===== config.mk =====
export PLATFORM = sky130hd
export DESIGN_NAME = biriscv_fetch_queue
export DESIGN_NICKNAME = d
export VERILOG_FILES = /design/src/rtl/biriscv_fetch_queue_pkg.sv /design/src/rtl/biriscv_fetch_queue.sv
export SDC_FILE = /design/constraint.sdc
export NUM_CORES = 1
export LEC_CHECK = 0
export CORE_MARGIN = 3
export CORE_UTILIZATION = 55
export CTS_CLUSTER_SIZE = 12
export DETAILED_ROUTE_END_ITERATION = 7
export PLACE_DENSITY = 0.84
export SLEW_MARGIN = 40
export SYNTH_ARGS = -nofsm -noshare
export SYNTH_HDL_FRONTEND = slang
export SYNTH_SLANG_ARGS = --single-unit

===== constraint.sdc =====
create_clock -name clk_i -period 9.1 [get_ports clk_i]
set_input_delay 0.91 -clock clk_i [delete_from_list [all_inputs] [get_ports clk_i]]
set_output_delay 0.91 -clock clk_i [all_outputs]
set_load 0.005 [all_outputs]

===== src/rtl/biriscv_fetch_queue_pkg.sv =====
// Shared definitions for the fetch queue: entry layout, slot-mask encoding
// and the opcode substituted for faulting fetches.
package biriscv_fetch_queue_pkg;

  localparam int FQ_DATA_W  = 64 + 29 + 1;
  localparam int FQ_ENTRY_W = FQ_DATA_W + 2;

  localparam logic [1:0] MASK_NONE  = 2'b00;
  localparam logic [1:0] MASK_SLOT1 = 2'b10;
  localparam logic [1:0] MASK_BOTH  = 2'b11;

  localparam logic [31:0] FAULT_OPCODE = 32'h0;

  typedef struct packed {
    logic [63:0] instr;
    logic [28:0] pc;
    logic        fault;
  } fq_data_t;

  // Drop the oldest pending slot from a mask.
  function automatic logic [1:0] clear_oldest(input logic [1:0] mask);
    return mask[0] ? {mask[1], 1'b0} : MASK_NONE;
  endfunction

endpackage


===== src/rtl/biriscv_fetch_queue.sv =====
// Instruction fetch queue: buffers fetch groups and presents up to two
// in-order instructions per cycle from the head entry.
module biriscv_fetch_queue
  import biriscv_fetch_queue_pkg::*;
#(
  parameter int DEPTH = 4
) (
  input  logic        clk_i,
  input  logic        rst_ni,
  input  logic        fetch_valid_i,
  input  logic [63:0] fetch_instr_i,
  input  logic [31:0] fetch_pc_i,
  input  logic        fetch_fault_i,
  output logic        fetch_accept_o,
  input  logic        flush_i,
  output logic        out0_valid_o,
  output logic [31:0] out0_instr_o,
  output logic [31:0] out0_pc_o,
  output logic        out0_fault_o,
  output logic        out1_valid_o,
  output logic [31:0] out1_instr_o,
  output logic [31:0] out1_pc_o,
  output logic        out1_fault_o,
  input  logic        out0_accept_i,
  input  logic        out1_accept_i
);

  localparam int PW = $clog2(DEPTH);
  localparam logic [PW:0] FULL = (PW+1)'(DEPTH);

  fq_data_t      data_q [DEPTH];
  logic [1:0]    mask_q [DEPTH];
  logic [PW-1:0] rd_ptr_q, wr_ptr_q;
  logic [PW:0]   count_q;

  fq_data_t   head;
  logic [1:0] head_mask;
  logic       head_valid;
  logic       push, pop_pair, pop_one, retire;
  logic [1:0] next_mask;
  logic       unused_pc_lsb;

  assign unused_pc_lsb = ^fetch_pc_i[1:0];

  assign head       = data_q[rd_ptr_q];
  assign head_mask  = mask_q[rd_ptr_q];
  assign head_valid = (count_q != '0) && (head_mask != MASK_NONE);

  assign fetch_accept_o = (count_q != FULL);

  // Head-slot mux; outputs are zeroed when nothing is presented.
  assign out0_valid_o = head_valid;
  assign out0_fault_o = head_valid & head.fault;
  assign out0_instr_o = !head_valid ? 32'h0 :
                        head.fault  ? FAULT_OPCODE :
                        head_mask[0] ? head.instr[31:0] : head.instr[63:32];
  assign out0_pc_o    = head_valid ? {head.pc, ~head_mask[0], 2'b00} : 32'h0;

  assign out1_valid_o = head_valid && (head_mask == MASK_BOTH) && !head.fault;
  assign out1_instr_o = out1_valid_o ? head.instr[63:32] : 32'h0;
  assign out1_pc_o    = out1_valid_o ? {head.pc, 3'b100} : 32'h0;
  assign out1_fault_o = 1'b0;

  assign push      = fetch_valid_i & fetch_accept_o & ~flush_i;
  assign pop_pair  = out0_accept_i & out1_accept_i & out1_valid_o;
  assign pop_one   = out0_accept_i & out0_valid_o & ~pop_pair;
  assign next_mask = clear_oldest(head_mask);
  assign retire    = pop_pair | (pop_one && (next_mask == MASK_NONE));

  // Payload storage needs no reset: outputs are qualified by count and mask.
  always_ff @(posedge clk_i) begin
    if (push)
      data_q[wr_ptr_q] <= '{instr: fetch_instr_i, pc: fetch_pc_i[31:3],
                            fault: fetch_fault_i};
  end

  always_ff @(posedge clk_i or negedge rst_ni) begin
    if (!rst_ni) begin
      rd_ptr_q <= '0;
      wr_ptr_q <= '0;
      count_q  <= '0;
      for (int i = 0; i < DEPTH; i++) mask_q[i] <= MASK_NONE;
    end else if (flush_i) begin
      rd_ptr_q <= '0;
      wr_ptr_q <= '0;
      count_q  <= '0;
      for (int i = 0; i < DEPTH; i++) mask_q[i] <= MASK_NONE;
    end else begin
      if (retire) begin
        mask_q[rd_ptr_q] <= MASK_NONE;
        rd_ptr_q         <= rd_ptr_q + 1'b1;
      end else if (pop_one) begin
        mask_q[rd_ptr_q] <= next_mask;
      end
      // A push never targets the head while it is being consumed (count != 0
      // with wr == rd implies full, and full blocks push).
      if (push) begin
        mask_q[wr_ptr_q] <= {1'b1, ~fetch_pc_i[2]};
        wr_ptr_q         <= wr_ptr_q + 1'b1;
      end
      case ({push, retire})
        2'b10:   count_q <= count_q + 1'b1;
        2'b01:   count_q <= count_q - 1'b1;
        default: count_q <= count_q;
      endcase
    end
  end

endmodule


==> results.ini, run 1 <==
[pwr]
clockPowerShare_pct = 36.5
sw_frac_of_total_pct = 21.55
p_int_mw = 3.124
pwr-share-comb_pct = 11.2
seq_power_share_pct = 52.3
p_leak_nw = 6.198
pwr_density_cell_nw_per_um2 = 204.5
switching_power_uw = 858.1
finalPower_mw = 3.982
vdd_ir_drop_max_mv = 0.1695

[global_routing]
grt_antenna_before_repair = 1
gr-total-overflow = 0
grt_use_total_pct = 20.78
grt_pass1_vias = 8528
grt_max_degree = 66
met2_usage_pct = 34.46
grt_pass1_wl_um = 48890
grt_util_met1_pct = 28.59
busiest_layer = met2
globalRouteMet3Util_pct = 4.715

[cts]
clock_sinks = 391
clockBufferDepth = 3
htree_levels = 2
post-cts-setup-buffers = 0
clk_latency_ns = 0.51
cts_tree = built
cts_resized = 0
path_clk_slew_ns = 0.06
cts_buffers = 40
clockRootBuffer = clkbuf_16
cts_hold_buf = 0

[worst_hold_path]
hold_class = input pin to async pin

[worst_setup_path]
timing.rr.start = rd_ptr_q[1]$_DFFE_PN0P_
crit_fanout = 34
arrival_ns = 4.22
worst-path-buf-inv = 3
crit_chain = buf_4 -> buf_4 -> mux4_2 -> mux2i_1 -> nor2_1 -> clkdlybuf4s50_1
rr_worst_depth = 10
cp.required_ns = 8.19
setup.worst_path.end = out0_instr_o[15]
crit_cells = 6
crit_slowest_cell = dfrtp_4
worst_path_most_repeated_cell = buf_4
critPathLaunchType = register
max_stage_delay_ns = 0.88
r2r_slack_ns = 5.38
path_delay_family = buffers and inverters
crit_type = register to output pin
end_kind = output pin
startpoint = rd_ptr_q[0]$_DFFE_PN0P_
r2r_end = count_q[2]$_DFFE_PN0P_

[timing]
tightest_slew_ns = 0.7855
max_slew_margin_pct = 47.63
setup_violations = 0
fin_ws_ns = 3.975
report.final.slew_viol_count = 0
skew_ns = 0.009128
hold_viol = 0
setup_tns_ns = 0
fmax_mhz = 195.1
rsz0062_at_grt = no
fin_crit_ns = 5.125
timing.hold.ws_ns = 0.3117
final.period_utilization_pct = 56.32

[final_layout]
stdcell_count = 1417
drive_gt1_share_pct = 16.55
area_growth_pct = 24.35
diodes = 0
final_nets = 1127

[drt]
final_antenna_net_count = 0
drcViolationCount = 0
viasPerCell = 5.612
wirelength_um = 31620
route.vias.total = 7952
wire_per_inst_um = 22.31
drt-pass1-iter-count = 5
drt_iter0_markers = 688

[floorplan]
die_h_um = 174.7
rows = 61
io_pins = 236
core_um2 = 27930
die_w_um = 174.7
start_util_pct = 56.05
fp.dieArea_um2 = 30530

[logic_synthesis]
ys_ff_latch = 391
avgSynthCellArea_um2 = 20.15
ys_seq_area_share_pct = 74.51
async_flop_share_pct = 3.836
ys.warnings.count = 0
syn-instance-count = 777
synthTopCellsByArea = edfxtp_1 72%, mux4_2 14%, mux2i_1 2.5%
synth_top_area_cell = edfxtp_1
synth_top_flop_cell = edfxtp_1
synth.top_cell.area_share_pct = 72.11
synth-edff-count = 376
yosysUniqueCellTypes = 36
synth_area_um2 = 15660

[place]
dp.final_hpwl_um = 19000
place_ws_ns = 4.381
place.gp.congestion = 0.7670
numPlacedInstances = 1351
portBuffers = 228

[run_status]
status = finished clean

[flow_run]
cap_viol_max_count = 0

## through the flow
stage          area [µm²]  utilization [%]
6_report            19470            69.70
4_1_cts             19470            69.72
3_3_place_gp        18300            65.50
2_1_floorplan       15670                -
3_5_place_dp        18330            65.61
5_1_grt             19470            69.70
## final cells by class
class                   instances  area (µm²)
well taps                     378       473.0
fillers                      1755        8464
clock buffers                  58        1100
repair buffers                240        2391
multi-input cells             331        3734
inverters                      11       51.30
flip-flops and latches        391       11670
clock inverters                 8       47.55
## cell usage in the layout (no fill, tap or decap), types with 12 or more instances in the layout
cell / n
dfrtp_1: 13
edfxtp_1: 376
clkdlybuf4s50_1: 227
and2_1: 61
mux2i_1: 39
nand2_1: 12
clkbuf_1: 16
nor2b_1: 33
nor2_1: 40
mux4_2: 96
clkbuf_16: 41
## kinds of logic (layout without fill, tap and decap cells)
logic type / count (synthesis) / after routing / synth area share (%)
flops: 391 / 391 / 74.51
simple gates: 163 / 163 / 5.682
mux: 137 / 137 / 16.47
buf+inv: 59 / 317 / 1.750
compound gates: 14 / 14 / 0.5834
fa+ha+maj: 9 / 9 / 0.7672
xor+xnor: 3 / 3 / 0.2158
other cells: 1 / 5 / 0.02395
## sequential cells by signal (all words and copies together), names as in the netlist
name,count
rd_ptr_q,2
wr_ptr_q,2
mask_q,8
count_q,3
data_q,376
## synthesized netlist by cell type, types with 3 or more instances
library cell	count
edfxtp_1	376
mux4_2	96
and2_1	61
nor2_1	40
mux2i_1	39
nor2b_1	33
clkbuf_1	27
dfrtp_1	15
nand2_1	12
inv_1	9
buf_1	8
ha_1	8
buf_4	7
a21oi_1	6
nand3_1	5
o21ai_1	4
or2_2	4
buf_2	3
buf_6	3
nand2b_1	3
## worst register-to-register path, delay by kind of cell, from the launching register on
family	cells	cell delay [ns]
AND/OR/NAND/NOR	3	0.43
multiplexers	3	0.73
flip-flops	1	0.73
buffers and inverters	2	0.87
AO/OA/AOI/OAI	1	0.43
adder cells (fa/ha/maj)	1	0.41
## worst min path at each step
stage                        startpoint                 endpoint  slack [ns]  depth (start not counted)
finish                           rst_ni  wr_ptr_q[1]$_DFFE_PN0P_        0.31                          1
global route                     rst_ni  wr_ptr_q[1]$_DFFE_PN0P_        0.31                          1
CTS                 mask_q[4]$_DFF_PN0_      mask_q[4]$_DFF_PN0_        0.54                          2
detailed placement  mask_q[4]$_DFF_PN0_      mask_q[4]$_DFF_PN0_        0.53                          2
global placement    mask_q[4]$_DFF_PN0_      mask_q[4]$_DFF_PN0_        0.52                          2
floorplan           mask_q[2]$_DFF_PN0_      mask_q[2]$_DFF_PN0_        0.51                          2
## power groups by stage
| stage | sequential (mW) | clock [mW] | combinational, mW |
|---|---|---|---|
| final | 2.08 | 1.45 | 0.444 |
| after global routing | 2.09 | 1.56 | 0.481 |
| after CTS | 2.08 | 1.49 | 0.452 |
| after detailed placement | 2.12 | 0 | 0.449 |
| after global placement | 2.12 | 0 | 0.437 |
| after floorplan | 2.11 | 0 | 0.266 |
## layer usage
metal / vias up / routed length, µm
li1: 3520 / -
met1: 4048 / 12820
met2: 333 / 15720
met3: 49 / 2497
met4: 2 / 571
met5: - / 13
No activity file was read; power rests on OpenSTA's default activity.
==> inputs of run 2 (changes only) <==
--- a/config.mk
+++ b/config.mk
@@ -6,10 +6,10 @@
 export NUM_CORES = 1
 export LEC_CHECK = 0
 export CORE_MARGIN = 3
-export CORE_UTILIZATION = 55
+export CORE_UTILIZATION = 49
 export CTS_CLUSTER_SIZE = 12
 export DETAILED_ROUTE_END_ITERATION = 7
-export PLACE_DENSITY = 0.84
+export PLACE_DENSITY = 0.79
 export SLEW_MARGIN = 40
 export SYNTH_ARGS = -nofsm -noshare
 export SYNTH_HDL_FRONTEND = slang
==> constraint.sdc (replaced) <==
create_clock -name clk_i -period 4.4 [get_ports clk_i]
set_input_delay 0.44 -clock clk_i [delete_from_list [all_inputs] [get_ports clk_i]]
set_output_delay 0.44 -clock clk_i [all_outputs]
set_load 0.005 [all_outputs]
==> results.ini, run 2 (synthesis results as in run 1) <==
[global_routing]
grt_pass1_wl_um = 49600  ; was 48890 µm
grt_max_degree = 73  ; was 66
gr-total-overflow = 0  ; unchanged
grt_antenna_before_repair = 2  ; was 1
grt_use_total_pct = 19.20  ; was 20.78%
grt_pass1_vias = 8574  ; was 8528

[drt]
drcViolationCount = 0  ; unchanged
wire_per_inst_um = 22.30  ; was 22.31 µm
route.vias.total = 8008  ; was 7952
viasPerCell = 5.519  ; was 5.612
drt-pass1-iter-count = 5  ; unchanged
final_antenna_net_count = 0  ; unchanged
drt_iter0_markers = 508  ; was 688
wirelength_um = 32360  ; was 31620 µm

[final_layout]
layout_commonest_cell = edfxtp_1  ; unchanged
final_nets = 1139  ; was 1127
fill_cells = 2137  ; was 1755
largest_register = data_q  ; unchanged
final_cell_mix = 376 x edfxtp_1, 227 x clkdlybuf4s50_1, 96 x mux4_2  ; unchanged
area_growth_pct = 25.95  ; was 24.35%
drive_gt1_share_pct = 17.54  ; was 16.55%
diodes = 0  ; unchanged
largest_reg_flops = 376  ; unchanged
reg.largest.list = data_q x376, mask_q x8, count_q x3  ; unchanged

[timing]
hold_viol = 0  ; unchanged
report.final.slew_viol_count = 0  ; unchanged
fin_ws_ns = 0.5072  ; was 3.975 ns
setup_tns_ns = 0  ; unchanged
tightest_slew_ns = 0.7909  ; was 0.7855 ns
fin_crit_ns = 3.893
fmax_mhz = 256.9
setup_violations = 0  ; unchanged
rsz0062_at_grt = no  ; unchanged
max_slew_margin_pct = 47.27  ; was 47.63%
skew_ns = 0.01357  ; was 0.009128 ns
final.period_utilization_pct = 88.47

[floorplan]
io_pins = 236  ; unchanged
die_w_um = 184.8  ; was 174.7 µm
die_h_um = 184.8  ; was 174.7 µm
start_util_pct = 50.39  ; was 56.05%
fp.dieArea_um2 = 34130  ; was 30530 µm²
core_um2 = 31070  ; was 27930 µm²
rows = 64  ; was 61

[worst_setup_path]
rr_worst_depth = 8  ; was 10
worst-path-buf-inv = 2  ; was 3
crit_slowest_cell = dfrtp_4  ; unchanged
startpoint = rd_ptr_q[0]$_DFFE_PN0P_  ; unchanged
crit_chain = mux4_2 -> nor2_1 -> and3_2 -> buf_12 -> and2_1 -> clkdlybuf4s50_1  ; was buf_4 -> buf_4 -> mux4_2 -> mux2i_1 -> nor2_1 -> clkdlybuf4s50_1
end_kind = output pin  ; unchanged
timing.rr.start = rd_ptr_q[0]$_DFFE_PN0P_  ; was rd_ptr_q[1]$_DFFE_PN0P_
r2r_end = count_q[2]$_DFFE_PN0P_  ; unchanged
crit_fanout = 43  ; was 34
arrival_ns = 3.45  ; was 4.22 ns
crit_type = register to output pin  ; unchanged
cp.required_ns = 3.96  ; was 8.19 ns
crit_cells = 6  ; unchanged
max_stage_delay_ns = 0.64  ; was 0.88 ns
critPathLaunchType = register  ; unchanged
r2r_slack_ns = 1.40  ; was 5.38 ns
path_delay_family = simple AND/OR/NAND/NOR gates  ; was buffers and inverters

[cts]
cts_tree = built  ; unchanged
cts_hold_buf = 0  ; unchanged
post-cts-setup-buffers = 0  ; unchanged
clockRootBuffer = clkbuf_16  ; unchanged
clk_latency_ns = 0.52  ; was 0.51 ns
path_clk_slew_ns = 0.06  ; about the same
clockBufferDepth = 3  ; unchanged
clock_sinks = 391  ; unchanged
cts_buffers = 41  ; was 40
htree_levels = 2  ; unchanged
cts_resized = 0  ; unchanged

[pwr]
pwr_density_cell_nw_per_um2 = 426.0  ; was 204.5 nW/µm²
p_leak_nw = 6.314  ; was 6.198 nW
vdd_ir_drop_max_mv = 0.2647  ; was 0.1695 mV

[run_status]
status = finished clean  ; unchanged

[place]
place_ws_ns = 0.9803  ; was 4.381 ns
portBuffers = 228  ; unchanged
place.gp.congestion = 0.7854  ; was 0.7670
dp.final_hpwl_um = 19880  ; was 19000 µm

[worst_hold_path]
hold_class = input pin to async pin  ; unchanged

[flow_run]
cap_viol_max_count = 0  ; unchanged

[run 2: cell types whose count changed in the layout (fill, tap and decap cells not counted)]
cell / change
dlygate4sd3_1: +1
clkinv_2: +2
inv_6: -1
clkbuf_16: +2
buf_12: +5
buf_4: +5
bufinv_16: +1
clkinv_1: +4
clkinvlp_4: -1
clkbuf_1: -2
[run 2: metrics by stage]
step / total power, mW / std cells / utilization (%) / area [µm²] / hold slack, ns
5_1_grt: 8.737 / 1451 / 63.47 / 19720 / 0.4317
2_1_floorplan: 4.905 / 781 / - / 15670 / 0.1444
6_report: 8.402 / 1451 / 63.47 / 19720 / 0.4380
3_3_place_gp: 5.306 / 1379 / 59.47 / 18480 / 0.5249
4_1_cts: 8.487 / 1450 / 63.45 / 19710 / 0.3762
3_5_place_dp: 5.338 / 1379 / 59.49 / 18480 / 0.5367
[run 2: report_power, final]
part	internal (mW)	leakage (nW)	total [mW]	switching [mW]
Combinational	0.509	2.11	0.955	0.446
Sequential	4.24	3.61	4.29	0.0542
Clock	1.86	0.593	3.15	1.29
Total	6.61	6.31	8.40	1.80
[run 2: cell type report]
| type | instances | area (µm²) | area share [%] |
|---|---|---|---|
| multi-input cells | 331 | 3734 | 18.93 |
| inverters | 11 | 51.30 | 0.2601 |
| clock inverters | 13 | 86.33 | 0.4378 |
| repair buffers | 251 | 2539 | 12.87 |
| well taps | 396 | 495.5 | 2.512 |
| clock buffers | 58 | 1142 | 5.792 |
| flip-flops and latches | 391 | 11670 | 59.19 |
[run 2: worst max path at each step]
stage | end | slack, ns
5_1_grt | out1_instr_o[30] | 0.33
3_5_place_dp | out1_instr_o[30] | 0.98
2_1_floorplan | data_q[0][0]$_DFFE_PP_ | 0.96
6_report | out1_instr_o[30] | 0.51
4_1_cts | out1_instr_o[30] | 0.42
3_3_place_gp | out1_instr_o[30] | 1.02
[run 2: routing by layer]
layer / wire length [µm] / vias up / global-route usage [%]
met1: 13280 / 4088 / 25.86
met4: 578 / 2 / 4.862
met2: 16080 / 312 / 31.99
li1: - / 3561 / -
met3: 2405 / 45 / 4.737
met5: 17 / - / 0
==> inputs of run 3 (changes only) <==
--- a/config.mk
+++ b/config.mk
@@ -7,8 +7,10 @@
 export LEC_CHECK = 0
 export CORE_MARGIN = 3
 export CORE_UTILIZATION = 49
+export CTS_BUF_LIST = sky130_fd_sc_hd__clkbuf_16
 export CTS_CLUSTER_SIZE = 12
 export DETAILED_ROUTE_END_ITERATION = 7
+export GPL_TIMING_DRIVEN = 1
 export PLACE_DENSITY = 0.79
 export SLEW_MARGIN = 40
 export SYNTH_ARGS = -nofsm -noshare
==> results.ini, run 3 (synthesis results as in run 1) <==
[run_status]
status = finished clean  ; unchanged

[place]
numPlacedInstances = 1379  ; unchanged
portBuffers = 228  ; unchanged
dp.final_hpwl_um = 19880  ; unchanged
place.gp.congestion = 0.7854  ; unchanged
place_ws_ns = 0.9803  ; unchanged
placed_area_um2 = 18480  ; unchanged

[global_routing]
grt_util_met1_pct = 25.83  ; was 25.86%
grt_max_degree = 73  ; unchanged
globalRouteMet3Util_pct = 4.737  ; unchanged
grt_use_total_pct = 19.20  ; about the same
grt_pass1_vias = 8575  ; was 8574
grt_pass1_wl_um = 49570  ; was 49600 µm
busiest_layer = met2  ; unchanged
met2_usage_pct = 31.99  ; unchanged
grt_antenna_before_repair = 2  ; unchanged
gr-total-overflow = 0  ; unchanged

[final_layout]
area_growth_pct = 25.89  ; was 25.95%
fin_util_pct = 63.44  ; was 63.47%
seq_area_um2 = 11670  ; unchanged
drive_gt1_share_pct = 17.44  ; was 17.54%
layout_commonest_cell = edfxtp_1  ; unchanged
multiInputGateArea_um2 = 3734  ; unchanged
design_area_um2 = 19710  ; was 19720 µm²
final_cell_mix = 376 x edfxtp_1, 227 x clkdlybuf4s50_1, 96 x mux4_2  ; unchanged
stdcell_count = 1451  ; unchanged
final_nets = 1139  ; unchanged
fill_cells = 2141  ; was 2137
largest_reg_flops = 376  ; unchanged
largest_register = data_q  ; unchanged
reg.largest.list = data_q x376, mask_q x8, count_q x3  ; unchanged
diodes = 0  ; unchanged

[worst_setup_path]
max_stage_delay_ns = 0.64  ; about the same
crit_type = register to output pin  ; unchanged
crit_chain = mux4_2 -> nor2_1 -> and3_2 -> buf_12 -> and2_1 -> clkdlybuf4s50_1  ; unchanged
path_delay_family = simple AND/OR/NAND/NOR gates  ; unchanged
startpoint = rd_ptr_q[0]$_DFFE_PN0P_  ; unchanged
crit_fanout = 43  ; unchanged
rr_worst_depth = 8  ; unchanged
critPathLaunchType = register  ; unchanged
r2r_slack_ns = 1.40  ; about the same
crit_cells = 6  ; unchanged
cp.required_ns = 3.96  ; about the same
r2r_end = count_q[2]$_DFFE_PN0P_  ; unchanged
end_kind = output pin  ; unchanged
arrival_ns = 3.46  ; was 3.45 ns
crit_slowest_cell = dfrtp_4  ; unchanged
worst-path-buf-inv = 2  ; unchanged
timing.rr.start = rd_ptr_q[0]$_DFFE_PN0P_  ; unchanged

[timing]
hold_viol = 0  ; unchanged
setup_violations = 0  ; unchanged
rsz0062_at_grt = no  ; unchanged
report.final.slew_viol_count = 0  ; unchanged
fin_crit_ns = 3.897  ; was 3.893 ns
max_slew_margin_pct = 47.26  ; was 47.27%
final.period_utilization_pct = 88.56  ; was 88.47%
skew_ns = 0.01390  ; was 0.01357 ns
setup_tns_ns = 0  ; unchanged
tightest_slew_ns = 0.7911  ; was 0.7909 ns
fin_ws_ns = 0.5032  ; was 0.5072 ns
fmax_mhz = 256.6  ; was 256.9 MHz

[cts]
cts_hold_buf = 0  ; unchanged
cts_tree = built  ; unchanged
clockBufferDepth = 3  ; unchanged
clk_latency_ns = 0.51  ; was 0.52 ns
post-cts-setup-buffers = 0  ; unchanged
path_clk_slew_ns = 0.06  ; about the same
clock_sinks = 391  ; unchanged
cts_buffers = 41  ; unchanged
clockRootBuffer = clkbuf_16  ; unchanged
htree_levels = 2  ; unchanged
cts_resized = 0  ; unchanged

[floorplan]
start_util_pct = 50.39  ; unchanged
rows = 64  ; unchanged
die_h_um = 184.8  ; unchanged
fp.dieArea_um2 = 34130  ; unchanged
die_w_um = 184.8  ; unchanged
core_um2 = 31070  ; unchanged
io_pins = 236  ; unchanged

[worst_hold_path]
hold_class = input pin to async pin  ; unchanged

[drt]
viasPerCell = 5.521  ; was 5.519
route.vias.total = 8011  ; was 8008
drcViolationCount = 0  ; unchanged
wirelength_um = 32370  ; was 32360 µm
drt-pass1-iter-count = 5  ; unchanged
wire_per_inst_um = 22.31  ; was 22.30 µm
drt_iter0_markers = 465  ; was 508
final_antenna_net_count = 0  ; unchanged

[pwr]
vdd_ir_drop_max_mv = 0.2645  ; was 0.2647 mV
p_leak_nw = 6.367  ; was 6.314 nW
pwr_density_cell_nw_per_um2 = 423.5  ; was 426.0 nW/µm²

[flow_run]
cap_viol_max_count = 0  ; unchanged

==> run 3: layer usage <==
metal | wire length [µm] | vias to the layer above | share of wire [%]
li1 | - | 3559 | -
met1 | 13260 | 4114 | 41
met2 | 16180 | 291 | 50
met3 | 2338 | 45 | 7.2
met4 | 578 | 2 | 1.8
met5 | 17 | - | 0.053
==> run 3: area by class of cell <==
cell class                 count  area share [%]
tap                          396           2.514
inverter                      11          0.2603
clock buffer                  43           5.459
sequential                   391           59.22
multi-input combinational    331           18.94
clock inverter                28          0.7236
timing repair buffer         251           12.88
==> run 3: power breakdown <==
| part | leakage (nW) | switching [mW] | internal (mW) |
|---|---|---|---|
| Sequential | 3.61 | 0.0543 | 4.24 |
| Combinational | 2.11 | 0.446 | 0.509 |
| Clock | 0.645 | 1.29 | 1.81 |
==> run 3: worst max path at each step <==
stage,endpoint,slack (ns)
after floorplan,data_q[0][0]$_DFFE_PP_,0.96
after global placement,out1_instr_o[30],1.02
after detailed placement,out1_instr_o[30],0.98
after CTS,out1_instr_o[30],0.42
after global routing,out1_instr_o[30],0.33
final,out1_instr_o[30],0.50
==> run 3: through the flow <==
step	hold slack (ns)	total power, mW
final	0.4369	8.348
after global routing	0.4317	8.687
after CTS	0.3762	8.439
after detailed placement	0.5367	5.338
after global placement	0.5249	5.306
after floorplan	0.1444	4.905
